## src/rtl/uart_tx_ctrl.sv

```systemverilog
// uart_tx_ctrl: transmit-side sequencer for the UART serial path.
// Accepts bytes over a valid/ready handshake, generates baud timing and
// drives load/start/shift plus the parallel word of an external
// (DATA_W+1)-bit PISO shifter whose serial output is the TX line.
// Optional feature: define UART_TX_PARITY_EN to insert a parity bit
// (even, or odd when PARITY_ODD != 0) ahead of the stop bit.
module uart_tx_ctrl #(
  parameter int CLKS_PER_BIT = 434,
  parameter int DATA_W       = 8,
  parameter int PARITY_ODD   = 0
) (
  input  logic              clk,
  input  logic              rst,
  input  logic [DATA_W-1:0] tx_data,
  input  logic              tx_valid,
  output logic              tx_ready,
  output logic              tx_busy,
  output logic              tx_done,
  output logic              piso_load,
  output logic              piso_start,
  output logic              piso_shift,
  output logic [DATA_W:0]   piso_data
);

  localparam int BAUD_W = (CLKS_PER_BIT > 1) ? $clog2(CLKS_PER_BIT) : 1;
  localparam logic [BAUD_W-1:0] BAUD_LAST = BAUD_W'(CLKS_PER_BIT - 1);
`ifdef UART_TX_PARITY_EN
  localparam int NSHIFT = DATA_W + 2;
`else
  localparam int NSHIFT = DATA_W + 1;
`endif
  localparam logic [3:0] NSHIFT_C = 4'(NSHIFT);

  typedef enum logic [2:0] {
    INIT_LD = 3'd0,
    INIT_SH = 3'd1,
    IDLE    = 3'd2,
    LOAD    = 3'd3,
    START   = 3'd4,
    BITS    = 3'd5
  } state_t;

  // Parity of the data byte, inverted for odd parity.
  function automatic logic parity_f(input logic [DATA_W-1:0] data);
    parity_f = (^data) ^ (PARITY_ODD != 0);
  endfunction

  state_t              state_r, state_s;
  logic [BAUD_W-1:0]   baud_r, baud_s;
  logic [3:0]          shcnt_r, shcnt_s;
  logic [DATA_W:0]     piso_data_r, piso_data_s;
  logic                piso_load_r, piso_load_s;
  logic                piso_start_r, piso_start_s;
  logic                piso_shift_r, piso_shift_s;
  logic                tx_ready_r, tx_ready_s;
  logic                tx_busy_r, tx_busy_s;
  logic                tx_done_r, tx_done_s;
  logic                top_bit_s;
  logic                bit_end_s;

  // Bit placed above the data in the shifter word: parity or the stop bit.
  always_comb begin
`ifdef UART_TX_PARITY_EN
    top_bit_s = parity_f(tx_data);
`else
    top_bit_s = 1'b1;
`endif
  end

  // Next state, counters and next-cycle output values (outputs are registered,
  // so they are decoded from the state the FSM is about to enter).
  always_comb begin
    state_s     = state_r;
    baud_s      = baud_r;
    shcnt_s     = shcnt_r;
    piso_data_s = piso_data_r;
    case (state_r)
      INIT_LD: begin
        // Stay one visible cycle with load high before moving on.
        piso_data_s = {(DATA_W+1){1'b1}};
        if (piso_load_r) begin
          state_s = INIT_SH;
        end else begin
          state_s = INIT_LD;
        end
      end
      INIT_SH: state_s = IDLE;
      IDLE: begin
        if (tx_valid && tx_ready_r) begin
          state_s     = LOAD;
          piso_data_s = {top_bit_s, tx_data};
        end else begin
          state_s = IDLE;
        end
      end
      LOAD: state_s = START;
      START: begin
        state_s = BITS;
        baud_s  = '0;
        shcnt_s = 4'd0;
      end
      BITS: begin
        if (baud_r == BAUD_LAST) begin
          baud_s = '0;
          if (shcnt_r == NSHIFT_C) begin
            state_s = IDLE;
          end else begin
            shcnt_s = shcnt_r + 4'd1;
          end
        end else begin
          baud_s = baud_r + BAUD_W'(1);
        end
      end
      default: state_s = INIT_LD;
    endcase

    bit_end_s    = (state_s == BITS) && (baud_s == BAUD_LAST);
    piso_load_s  = (state_s == INIT_LD) || (state_s == LOAD);
    piso_start_s = (state_s == START);
    piso_shift_s = (state_s == INIT_SH) || (bit_end_s && (shcnt_s != NSHIFT_C));
    tx_ready_s   = (state_s == IDLE);
    tx_busy_s    = (state_s == LOAD) || (state_s == START) || (state_s == BITS);
    tx_done_s    = bit_end_s && (shcnt_s == NSHIFT_C);
  end

  // State, counters and output registers with synchronous reset.
  always_ff @(posedge clk) begin
    if (rst) begin
      state_r      <= INIT_LD;
      baud_r       <= '0;
      shcnt_r      <= 4'd0;
      piso_data_r  <= '0;
      piso_load_r  <= 1'b0;
      piso_start_r <= 1'b0;
      piso_shift_r <= 1'b0;
      tx_ready_r   <= 1'b0;
      tx_busy_r    <= 1'b0;
      tx_done_r    <= 1'b0;
    end else begin
      state_r      <= state_s;
      baud_r       <= baud_s;
      shcnt_r      <= shcnt_s;
      piso_data_r  <= piso_data_s;
      piso_load_r  <= piso_load_s;
      piso_start_r <= piso_start_s;
      piso_shift_r <= piso_shift_s;
      tx_ready_r   <= tx_ready_s;
      tx_busy_r    <= tx_busy_s;
      tx_done_r    <= tx_done_s;
    end
  end

  assign piso_data  = piso_data_r;
  assign piso_load  = piso_load_r;
  assign piso_start = piso_start_r;
  assign piso_shift = piso_shift_r;
  assign tx_ready   = tx_ready_r;
  assign tx_busy    = tx_busy_r;
  assign tx_done    = tx_done_r;

endmodule

```

## config.mk

```make
export PLATFORM = sky130hd
export DESIGN_NAME = uart_tx_ctrl
export DESIGN_NICKNAME = d
export VERILOG_FILES = /design/src/rtl/uart_tx_ctrl.sv
export SDC_FILE = /design/constraint.sdc
export NUM_CORES = 1
export LEC_CHECK = 0
export BUFFER_PORTS_ARGS = -buffer_cell sky130_fd_sc_hd__buf_2
export CORE_MARGIN = 3
export CORE_UTILIZATION = 55
export DETAILED_ROUTE_END_ITERATION = 7
export PLACE_DENSITY = 0.84
export SLEW_MARGIN = 10
export SYNTH_ARGS = -nofsm -noshare
export SYNTH_HDL_FRONTEND = slang
export SYNTH_SLANG_ARGS = --single-unit
```

## constraint.sdc

```tcl
create_clock -name clk -period 2.25 [get_ports clk]
set_input_delay 0.3375 -clock clk [delete_from_list [all_inputs] [get_ports clk]]
set_output_delay 0.3375 -clock clk [all_outputs]
set_load 0.02 [all_outputs]
```

==> flow_metrics.env, run 1 <==
export IMPL_ant_nets=0
export IMPL_rsz0062_at_grt="false"
export IMPL_rows=19
export IMPL_hpwl_um=2561
export IMPL_synth_compound_area_share_pct=13.71
export IMPL_tightest_slew_ns=0.6483
export IMPL_root_buffer="clkbuf_4"
export IMPL_ys_seq_area_share_pct=37.58
export IMPL_ctsResizeCount=0
export IMPL_synth_simple_area_share_pct=34.92
export IMPL_synth_top_area_cell="dfxtp_1"
export IMPL_layout_nets=232
export IMPL_r2r_setup_slack_ns=0.20
export IMPL_ios=26
export IMPL_num_antenna_cells=0
export IMPL_cts_sinks=31
export IMPL_synth_edf_count=0
export IMPL_synth_top_family_by_area="simple AND/OR/NAND/NOR gates"
export IMPL_setup_tns_ns=0
export IMPL_p_leak_nw=0.7125
export IMPL_postCtsSetupBuffers=0
export IMPL_final_core_util_pct=65.21
export IMPL_regArea_um2=620.6
export IMPL_fmax_mhz=488.0
export IMPL_path_class="register to register"
export IMPL_dpl_cell_count=241
export IMPL_cp_arrival_ns=2.28
export IMPL_fp_dieH_um=60.80
export IMPL_period_minus_slack_ns=2.049
export IMPL_grt_use_total_pct=22.94
export IMPL_drv_slew=0
export IMPL_numCtsBuffers=5
export IMPL_synth_top_cells_by_area="dfxtp_1 (38%), nor2_1 (8.2%), nor3_1 (4.2%), nor4_2 (3.8%), a21oi_1 (3.3%)"
export IMPL_crit_chain="ha_1 -> nand4b_1 -> or4_4 -> nand3_2 -> nand3b_4 -> o211ai_1 -> a21oi_1"
export IMPL_syn_to_final_growth_pct=10.76
export IMPL_multi_input_area_um2=930.9
export IMPL_max_stage_delay_ns=0.59
export IMPL_dr_total_vias=1434
export IMPL_status="complete, no violations"
export IMPL_power_density_nw_per_um2=701.0
export IMPL_crit_start="baud_r[0]"
export IMPL_final_cells=249
export IMPL_syn_num_nets=206
export IMPL_synth_xor_area_share_pct=1.591
export IMPL_max_slew_margin_rel_pct=56.69
export IMPL_clock_skew_ns=0.007298
export IMPL_r2r_start="baud_r[0]"
export IMPL_yosys_area_top_type_share_pct=37.58
export IMPL_hold_class="input port to register"
export IMPL_peakVddDrop_v=0.0005056
export IMPL_fin_total_pwr_mw=1.282
export IMPL_drt_iter0_drc=64
export IMPL_final_cell_mix="nor2_1 (36), dfxtp_1 (31), buf_2 (25)"
export IMPL_r2r_end="piso_shift"
export IMPL_gp_congestion=0.9516
export IMPL_hold_slack_ns=0.2787
export IMPL_crit_path_top_delay_cell="or4_4"
export IMPL_period_share_pct=91.07
export IMPL_worst_slack_ns=0.2010
export IMPL_worstSkewPairLatency_ns=0.33
export IMPL_cp_end_kind="register"
export IMPL_worst_r2r_cell_count=7
export IMPL_first_pass_iters=4
export IMPL_pre_cts_ws_ns=0.1595
export IMPL_critPathMaxFanout=7
export IMPL_grt_pass1_vias=1432
export IMPL_cts_path_max_buffers=2
export IMPL_grt_overflow=0
export IMPL_drive_gt1_share_pct=26.15
export IMPL_drt_wl_total_um=3546
export IMPL_wl_per_cell_um=14.24
export IMPL_drv_cap=0
export IMPL_synth_distinct_cells=54
export IMPL_drc=0
export IMPL_fillers=250
export IMPL_start_util_pct=58.88
export IMPL_synth_ff_type="dfxtp_1"
export IMPL_finalHoldViolCount=0
export IMPL_synth_avg_cell_area_um2=8.647
export IMPL_antenna_found_initial=0
export IMPL_cts_tree="done"
export IMPL_synthAdderAreaFrac_pct=3.030
export IMPL_placed_cell_area_um2=1764
export IMPL_netlist_area_um2=1652
export IMPL_finalInstanceArea_um2=1829
export IMPL_dieArea_um2=3697
export IMPL_grt_pass1_wl_um=6354
export IMPL_portBuffers=25
export IMPL_htree_levels=2
export IMPL_clk_pin_slew_ns=0.10
export IMPL_startpoint_type="register"
export IMPL_grt_max_degree=30
export IMPL_cts_hold_fix_buffers=0
export IMPL_required_ns=2.48
export IMPL_vias_per_cell=5.759
export IMPL_cp_endpoint="piso_shift"
export IMPL_ys_seq_elements=31
export IMPL_final_common_cell="nor2_1"
export IMPL_ys_warnings_count=0
export IMPL_core_area_um2=2805
export IMPL_setup_viol=0
export IMPL_die_w_um=60.80
export IMPL_async_flop_share_pct=0
export IMPL_synthMuxAreaShare_pct=2.424
export IMPL_syn_instance_count=191
==> cell type report <==
type	count	share of cell area, %
inverters	6	1.231
clock buffers	6	2.257
well taps	31	2.120
clock inverters	2	0.6840
flip-flops and latches	31	33.93
multi-input cells	143	50.89
repair buffers	30	8.892
==> power breakdown <==
part | switching, mW | internal (mW)
Sequential | 0.0477 | 0.607
Combinational | 0.196 | 0.120
Clock | 0.192 | 0.120
Total | 0.435 | 0.847
==> critical path, delay by kind of cell, from the launching register on <==
family / cells / cell delay [ns]
and+or+nand+nor: 4 / 1.01
AOI/OAI and AO/OA: 2 / 0.25
DFF: 1 / 0.47
adders and majority gates: 1 / 0.22
==> registers in the layout, summed over array words and instances (netlist names) <==
signal and cells:
baud_r 9, piso_data 9, shcnt_r 4, state_r 3
piso_load 1, piso_shift 1, piso_start 1, tx_busy 1
tx_done 1, tx_ready 1
==> routing by layer <==
| metal | part of all wire [%] | global-route usage, % | vias to the layer above |
|---|---|---|---|
| li1 | - | - | 733 |
| met5 | 0 | 0 | - |
| met2 | 43 | 35.42 | 49 |
| met3 | 6.7 | 6.809 | 4 |
| met1 | 49 | 29.96 | 648 |
| met4 | 1.2 | 9.288 | 0 |
==> logic make-up (layout without fill, tap and decap cells) <==
logic type,after synthesis,in the layout
mux,4,4
fa+ha+maj,4,4
buf+inv,17,44
simple gates,97,97
flops,31,31
xor+xnor,3,3
compound gates,35,35
==> cell usage after synthesis (all sizes together) (2+ instances only) <==
library cell,instances
a21oi,12
a22oi,4
a31oi,3
and2,2
and4,2
buf,4
clkbuf,7
dfxtp,31
ha,4
inv,6
mux2i,4
nand2,9
nand2b,2
nand3,5
nand3b,4
nand4,2
nand4bb,2
nor2,36
nor2b,3
nor3,14
nor4,7
o21ai,6
or3,2
xnor2,2
==> worst min path at each step <==
stage            startpoint            to  cells past startpoint
5_1_grt          tx_data[2]  piso_data[2]                      3
6_report         tx_data[7]  piso_data[7]                      3
4_1_cts          tx_data[7]  piso_data[7]                      3
3_3_place_gp   piso_data[8]  piso_data[8]                      2
3_5_place_dp   piso_data[3]  piso_data[3]                      2
2_1_floorplan     baud_r[1]     baud_r[1]                      2
Note: power is estimated with default switching activity, not from simulation.
==> run 2, diff against run 1 <==
--- a/config.mk
+++ b/config.mk
@@ -5,11 +5,12 @@
 export SDC_FILE = /design/constraint.sdc
 export NUM_CORES = 1
 export LEC_CHECK = 0
-export BUFFER_PORTS_ARGS = -buffer_cell sky130_fd_sc_hd__buf_2
+export BUFFER_PORTS_ARGS = -buffer_cell sky130_fd_sc_hd__buf_4
 export CORE_MARGIN = 3
 export CORE_UTILIZATION = 55
 export DETAILED_ROUTE_END_ITERATION = 7
 export PLACE_DENSITY = 0.84
+export REMOVE_ABC_BUFFERS = 1
 export SLEW_MARGIN = 10
 export SYNTH_ARGS = -nofsm -noshare
 export SYNTH_HDL_FRONTEND = slang
==> run 2 against run 1 <==
Effect of this change:
- core utilization rose by 2.0 points
- via count rose by 4.7%
- clock skew rose by 0.0033 ns
- count of clock-buffer cells in the layout did not move
- critical path depth did not move
- highest routed layer unchanged
- non-clock buffer count did not move
- worst setup slack got worse by 0.037 ns
==> flow_metrics.env, run 2 (synthesis gave the netlist of run 1 again) <==
export IMPL_clk_pin_slew_ns=0.10
export IMPL_hpwl_um=2782
export IMPL_r2r_start="baud_r[0]"
export IMPL_postCtsSetupBuffers=0
export IMPL_cp_endpoint="piso_shift"
export IMPL_root_buffer="clkbuf_4"
export IMPL_startpoint_type="register"
export IMPL_drv_slew=0
export IMPL_rows=19
export IMPL_tightest_slew_ns=0.6481
export IMPL_num_antenna_cells=0
export IMPL_setup_viol=0
export IMPL_rsz0062_at_grt="false"
export IMPL_dpl_cell_count=241
export IMPL_cp_depth=7
export IMPL_first_pass_iters=4
export IMPL_cpMostUsedCell="nor4_2"
export IMPL_cp_top_family="simple AND/OR/NAND/NOR gates"
export IMPL_dr_total_vias=1501
export IMPL_grt_use_total_pct=22.60
export IMPL_required_ns=2.52
export IMPL_cp_arrival_ns=2.36
export IMPL_final_cell_mix="nor2_1 (36), dfxtp_1 (30), buf_4 (30)"
export IMPL_hold_slack_ns=0.2862
export IMPL_drv_cap=0
export IMPL_syn_to_final_growth_pct=14.09
export IMPL_clock_skew_ns=0.01065
export IMPL_max_slew_margin_rel_pct=56.70
export IMPL_peakVddDrop_v=0.0005561
export IMPL_vias_per_cell=6.028
export IMPL_drc=0
export IMPL_max_stage_delay_ns=0.50
export IMPL_final_common_cell="nor2_1"
export IMPL_power_density_nw_per_um2=702.5
export IMPL_core_area_um2=2805
export IMPL_ant_nets=0
export IMPL_htree_levels=2
export IMPL_cts_tree="done"
export IMPL_cts_path_max_buffers=2
export IMPL_grt_pass1_wl_um=6196
export IMPL_drt_iter0_drc=40
export IMPL_antenna_found_initial=0
export IMPL_drive_gt1_share_pct=26.61
export IMPL_start_util_pct=58.88
export IMPL_status="complete, no violations"
export IMPL_wl_per_cell_um=14.84
export IMPL_final_cells=249
export IMPL_gp_congestion=1.008
export IMPL_finalHoldViolCount=0
export IMPL_fp_dieH_um=60.80
export IMPL_setup_tns_ns=0
export IMPL_ios=26
export IMPL_drt_wl_total_um=3694
export IMPL_cp_end_kind="register"
export IMPL_r2r_setup_slack_ns=0.16
export IMPL_fmax_mhz=479.5
export IMPL_die_w_um=60.80
export IMPL_dieArea_um2=3697
export IMPL_period_share_pct=92.70
export IMPL_p_leak_nw=0.7261
export IMPL_worst_r2r_cell_count=7
export IMPL_layout_nets=232
export IMPL_critPathMaxFanout=7
export IMPL_crit_path_top_delay_cell="dfxtp_1"
export IMPL_path_class="register to register"
export IMPL_grt_pass1_vias=1449
export IMPL_hold_class="input port to register"
export IMPL_grt_max_degree=30
export IMPL_worstSkewPairLatency_ns=0.33
export IMPL_worst_path_buf_inv=0
export IMPL_crit_start="baud_r[0]"
export IMPL_cts_sinks=31
export IMPL_period_minus_slack_ns=2.086
export IMPL_crit_chain="ha_1 -> nand3_1 -> nor4_2 -> xnor2_1 -> nor4_2 -> o211ai_1 -> a21oi_1"
export IMPL_fin_total_pwr_mw=1.324
export IMPL_grt_overflow=0
export IMPL_r2r_end="piso_shift"
export IMPL_numCtsBuffers=5
export IMPL_portBuffers=25
==> run 2: area by class of cell <==
cell class	instances	area, um2
multi-input combinational	143	922.1
clock inverter	2	12.51
sequential	31	621.8
fill	242	920.9
tap	31	38.79
timing repair buffer	30	225.2
inverter	6	22.52
clock buffer	6	41.29
==> run 2: timing repair <==
item,CTS,global route
resized for setup,0,2
hold buffers,0,0
setup endpoints to repair,0,2
==> run 2: per-stage QoR <==
stage               util [%]  worst slack (ns)  area [um2]
floorplan                  -            0.4110        1563
global placement       65.12            0.1686        1827
detailed placement     65.12           0.06057        1827
CTS                    67.04          0.002134        1881
global route           67.17           0.02842        1884
finish                 67.17            0.1643        1884
==> run 2: worst min path at each step <==
stage                            start            to  slack [ns]  cells after the start
final                       tx_data[4]  piso_data[4]        0.29                      3
after global routing        tx_data[4]  piso_data[4]        0.29                      3
after detailed placement  piso_data[6]  piso_data[6]        0.49                      2
after CTS                   tx_data[4]  piso_data[4]        0.28                      3
after global placement    piso_data[8]  piso_data[8]        0.45                      2
after floorplan                    rst     baud_r[1]        0.41                      1
==> run 2: tightest hold or removal path, cell delays in order <==
cell    delay (ns)
buf_4         0.11
nor2_1        0.09
nor3_1        0.05
==> run 2: power breakdown <==
group / leakage (nW) / switching [mW] / internal, mW
sequential: 0.254 / 0.0522 / 0.607
combinational: 0.443 / 0.197 / 0.153
clock: 0.0282 / 0.193 / 0.120
total: 0.726 / 0.443 / 0.881
==> run 2: layer usage <==
metal / routed length (um) / vias to the layer above / GRT usage (%)
li1: - / 743 / -
met3: 247 / 12 / 5.957
met2: 1805 / 62 / 36.34
met4: 91 / 0 / 12.07
met1: 1549 / 684 / 27.53
met5: 0 / - / 0
